$ cat src/rtl/val_ready_fifo_if.sv
// Ready/valid handshake bundle for val_ready_fifo: upstream beat, downstream head and status.
// slave = the FIFO side, master = the environment driving it.
interface val_ready_fifo_if #(
    parameter int DW    = 8,
    parameter int DEPTH = 4
);
    localparam int CW = $clog2(DEPTH) + 1;

    logic          valid_i;
    logic          ready_o;
    logic [DW-1:0] data_in;
    logic          valid_o;
    logic          ready_i;
    logic [DW-1:0] data_out;
    logic [CW-1:0] count_o;
    logic          almost_full_o;

    modport slave (
        input  valid_i, data_in, ready_i,
        output ready_o, valid_o, data_out, count_o, almost_full_o
    );

    modport master (
        output valid_i, data_in, ready_i,
        input  ready_o, valid_o, data_out, count_o, almost_full_o
    );
endinterface

$ cat src/rtl/val_ready_fifo.sv
// DEPTH x DW ready/valid FIFO with occupancy and almost-full status.
// Define VAL_READY_FIFO_BYPASS_EN for a zero-latency pass-through when the FIFO is empty.
module val_ready_fifo #(
    parameter int DW       = 8,
    parameter int DEPTH    = 4,
    parameter int AFULL_TH = 3
) (
    input  logic              clk_i,
    input  logic              rst_i,
    val_ready_fifo_if.slave   bus
);
    localparam int AW = $clog2(DEPTH);
    localparam int PW = AW + 1;

    logic [PW-1:0] wr_ptr_q, wr_ptr_d;
    logic [PW-1:0] rd_ptr_q, rd_ptr_d;
    logic [PW-1:0] count_q,  count_d;
    logic [DW-1:0] mem_q [DEPTH];

    logic [AW-1:0] wr_idx, rd_idx;
    logic          empty, full, bypass, push, pop;

    assign wr_idx = wr_ptr_q[AW-1:0];
    assign rd_idx = rd_ptr_q[AW-1:0];

    // Pointer MSB tells a full ring (same index, laps differ) from an empty one.
    always_comb begin
        // NOTE: every signal written here gets a value on every path, otherwise a latch is inferred.
        empty  = (wr_ptr_q == rd_ptr_q);
        full   = (wr_idx == rd_idx) && (wr_ptr_q[AW] != rd_ptr_q[AW]);
        bypass = 1'b0;
`ifdef VAL_READY_FIFO_BYPASS_EN
        bypass = empty && bus.valid_i && bus.ready_i;
`endif
        push   = bus.valid_i && !full && !bypass;
        pop    = !empty && bus.ready_i;
    end

    always_comb begin
        wr_ptr_d = wr_ptr_q + PW'(push);
        rd_ptr_d = rd_ptr_q + PW'(pop);
        count_d  = count_q;
        case ({push, pop})
            2'b10:   count_d = count_q + PW'(1);
            2'b01:   count_d = count_q - PW'(1);
            default: count_d = count_q;
        endcase
    end

    always_ff @(posedge clk_i or negedge rst_i) begin
        // NOTE: non-blocking assignments so every flop samples pre-edge values regardless of statement order.
        if (!rst_i) begin
            wr_ptr_q <= '0;
            rd_ptr_q <= '0;
            count_q  <= '0;
        end else begin
            wr_ptr_q <= wr_ptr_d;
            rd_ptr_q <= rd_ptr_d;
            count_q  <= count_d;
        end
    end

    // NOTE: storage is deliberately left out of reset; emptiness comes from the pointers alone.
    always_ff @(posedge clk_i) begin
        if (push) begin
            mem_q[wr_idx] <= bus.data_in;
        end
    end

    // ready_o depends only on registered pointers, so ready_i never reaches it combinationally.
    always_comb begin
        bus.ready_o       = !full;
        bus.valid_o       = !empty;
        bus.data_out      = empty ? '0 : mem_q[rd_idx];
`ifdef VAL_READY_FIFO_BYPASS_EN
        if (empty && bus.valid_i) begin
            bus.valid_o  = 1'b1;
            bus.data_out = bus.data_in;
        end
`endif
        bus.count_o       = count_q;
        bus.almost_full_o = (count_q >= PW'(AFULL_TH));
    end
endmodule

$ cat src/flat_wrapper.sv
// flat-port wrapper written by rule: the top's interface ports become plain ports
module val_ready_fifo_flat 
#(
    parameter int DW       = 8,
    parameter int DEPTH    = 4,
    parameter int AFULL_TH = 3
)
  (clk_i, rst_i, bus_valid_i, bus_data_in, bus_ready_i, bus_ready_o, bus_valid_o, bus_data_out, bus_count_o, bus_almost_full_o);
  val_ready_fifo_if #(.DW(DW), .DEPTH(DEPTH)) bus_i ();
  input  logic clk_i;
  input  logic rst_i;
  input wire logic [$bits(bus_i.valid_i)-1:0] bus_valid_i;
  input wire logic [$bits(bus_i.data_in)-1:0] bus_data_in;
  input wire logic [$bits(bus_i.ready_i)-1:0] bus_ready_i;
  output wire logic [$bits(bus_i.ready_o)-1:0] bus_ready_o;
  output wire logic [$bits(bus_i.valid_o)-1:0] bus_valid_o;
  output wire logic [$bits(bus_i.data_out)-1:0] bus_data_out;
  output wire logic [$bits(bus_i.count_o)-1:0] bus_count_o;
  output wire logic [$bits(bus_i.almost_full_o)-1:0] bus_almost_full_o;
  assign bus_i.valid_i = bus_valid_i;
  assign bus_i.data_in = bus_data_in;
  assign bus_i.ready_i = bus_ready_i;
  assign bus_ready_o = bus_i.ready_o;
  assign bus_valid_o = bus_i.valid_o;
  assign bus_data_out = bus_i.data_out;
  assign bus_count_o = bus_i.count_o;
  assign bus_almost_full_o = bus_i.almost_full_o;
  val_ready_fifo #(.DW(DW), .DEPTH(DEPTH), .AFULL_TH(AFULL_TH)) u_core (.clk_i(clk_i), .rst_i(rst_i), .bus(bus_i));
endmodule
$ cat config.mk
export PLATFORM = sky130hd
export DESIGN_NAME = val_ready_fifo_flat
export DESIGN_NICKNAME = d
export VERILOG_FILES = /design/src/rtl/val_ready_fifo_if.sv /design/src/rtl/val_ready_fifo.sv /design/src/flat_wrapper.sv
export SDC_FILE = /design/constraint.sdc
export NUM_CORES = 1
export LEC_CHECK = 0
export CAP_MARGIN = 20
export CORE_ASPECT_RATIO = 1.5
export CORE_MARGIN = 5
export CORE_UTILIZATION = 48
export DETAILED_ROUTE_END_ITERATION = 10
export PLACE_DENSITY = 0.87
export SKIP_CTS_REPAIR_TIMING = 1
export SLEW_MARGIN = 15
export SYNTH_ARGS = -nofsm -noshare
export SYNTH_HDL_FRONTEND = slang
export SYNTH_SLANG_ARGS = --single-unit
$ cat constraint.sdc
create_clock -name clk_i -period 2.22 [get_ports clk_i]
set_clock_uncertainty 0.15 [all_clocks]
set_input_delay 0.555 -clock clk_i [delete_from_list [all_inputs] [get_ports clk_i]]
set_output_delay 0.555 -clock clk_i [all_outputs]
set_load 0.05 [all_outputs]
==> results.md <==
- Drt pass-1 iters: 4
- P&R area growth vs syn: 39.1%
- Residual DRC: 0
- Number of global-route vias before repair: 1016
- Nets: 164
- Final setup fails: 11
- Global-route usage over all layers: 14.4%
- Die H: 84.0 um
- Reg-to-reg slack, setup: -80 ps
- Root buffer cell: clkbuf_8
- Failing checks: setup timing
- # diodes: 0
- Yosys reg bits: 41
- Via density: 5.06
- Worst path arrival time: 1730 ps
- Initial Utilization: 48.5%
- Syn Inst Count: 91
- Clk pin slew, worst setup/hold paths: 70 ps
- Antenna violations before repair: 0
- DRT antenna net count: 0
- Synth async-reset ratio: 22.0%
- Slew margin rel.: 73.2%
- H-Tree Depth: 2
- Via count: 962
- Area contributors post-synth: edfxtp_1, dfrtp_1, mux4_2, ha_1, nor2b_1
- GRT met2 Usage: 24.2%
- I/O Pins: 26
- Cell Area, Synth: 0.00175 mm2
- Pre-CTS WS: -251 ps
- Cts bufs inserted: 5
- Final Cycle Share: 110%
- Gpl congestion: 0.799
- Largest net degree at the start of global routing: 13
- Syn nets: 109
- Initial DRC Count: 44
- Wirelength, routed: 3430 um
- Post-route setup slack: -215 ps
- EDFF count, synth: 32
- Clock Sinks: 41
- Full die area: 0.00499 mm2
- Startpoint Class: flip-flop
- Avg Cell Area, Syn: 19.3 um2
- Die Width: 59.3 um
- Synth unique cells: 24
- Final min period: 2430 ps
- First-pass GRT wire length: 5040 um
- Primary FF master, synth: edfxtp_1
- Max Slew Vio Count: 0
- Outcome: finished, violations left
- Yosys warning count: 0
- Layout cells sized above 1: 50.3%
- TritonCTS clock tree: done
- Port Buffer Count: 25
- RSZ-0062 raised after global routing: true
- Cell taking the most area after synthesis: edfxtp_1
- Min-Delay Path Class: reg -> reg
- Met3 usage: 4.95%
- Row count: 27
- CP max FO: 5
- GRT busiest layer: met2
- Fmax: 411 MHz
- Routed WL per cell: 18.1 um
- Clk_lat worst skew: 290 ps
- Top-count cell post-synth: edfxtp_1
- Worst setup EP type: primary output
- Worst slew pin tran: 400 ps
- Critical path required time: 1510 ps
- Sequential element share of the synthesized area: 67.7%
- Maximum root-to-sink buffer count: 2
- Critical path class: reg -> out
- Most common library cells after synthesis: edfxtp_1, dfrtp_1, nor2b_1, mux4_2
- GRT met1 Usage: 15.0%
- Max-capacitance violation count: 0
- Gr ovfl total: 0
- Top cell type's share of synthesized area: 54.8%
- Final Hold Fails: 0
- Post-DP HPWL: 2360 um
- Core box area: 0.00361 mm2
==> layer usage <==
metal	share of wire, %	vias up	wire length, um
met4	2.1	0	72
met2	55	24	1890
met1	38	484	1310
li1	-	449	-
met5	0	-	0
met3	4.8	5	163
==> flip-flops by register name (all words and copies together), names as in the netlist <==
signal	count
u_core.mem_q	32
u_core.bus.count_o	3
u_core.rd_ptr_q	3
u_core.wr_ptr_q	3
==> critical path: stages, from the launching register on <==
cell and delay (ps):
dfrtp_2 480, buf_12 160, mux4_2 510, nor2b_4 150, buf_6 140
==> stage by stage <==
step	hold slack [ps]	TNS, ps	utilization, %	instance area, um2	instances
2_1_floorplan	109	-516	-	1770	91
3_3_place_gp	338	-228	59.4	2150	173
3_5_place_dp	353	-623	59.4	2150	173
4_1_cts	368	-2770	62.3	2250	181
5_1_grt	404	-2620	67.5	2440	190
6_report	371	-1900	67.5	2440	190
==> kinds of logic (layout without fill, tap and decap cells) <==
logic type / after synthesis / after routing / synth area share (%)
buf+inv: 7 / 63 / 2.50
xor+xnor: 8 / 8 / 5.92
flops: 41 / 41 / 67.7
mux: 8 / 8 / 10.3
simple gates: 18 / 18 / 7.00
fa+ha+maj: 6 / 6 / 4.71
compound gates: 3 / 3 / 1.93
==> placed cells by master (no fill, tap or decap), types with 2 or more instances in the layout <==
master	instances
dfrtp_2	4
nor2b_4	5
nor2b_1	3
xor2_4	2
mux4_2	8
buf_4	24
nor2_1	2
buf_6	11
clkdlybuf4s50_1	11
edfxtp_1	32
clkbuf_8	5
xor2_1	4
inv_1	4
ha_1	4
dfrtp_1	5
nand2_1	2
==> path summary, 6_finish.rpt <==
kind / start / to / depth (start not counted)
worst min register to register: u_core.bus.count_o[2] / u_core.bus.count_o[2] / 1
worst max register to register: u_core.rd_ptr_q[0] / u_core.bus.count_o[2] / 9
worst max-delay path: u_core.rd_ptr_q[0] / bus_data_out[5] / 4
min in group asynchronous: rst_i / u_core.rd_ptr_q[2] / 1
worst min-delay path: u_core.bus.count_o[2] / u_core.bus.count_o[2] / 1
max in group asynchronous: rst_i / u_core.wr_ptr_q[1] / 1
==> cell type report <==
cell class | instances | area, um2
fill | 253 | 1180
tap | 43 | 53.8
multi-input combinational | 43 | 587
inverter | 5 | 18.8
sequential | 41 | 1190
clock buffer | 6 | 72.6
clock inverter | 2 | 33.8
timing repair buffer | 50 | 482
Power is left out: the tool's default activity adds up to more than one toggle a clock period on the data nets, which glitch-free logic cannot reach.
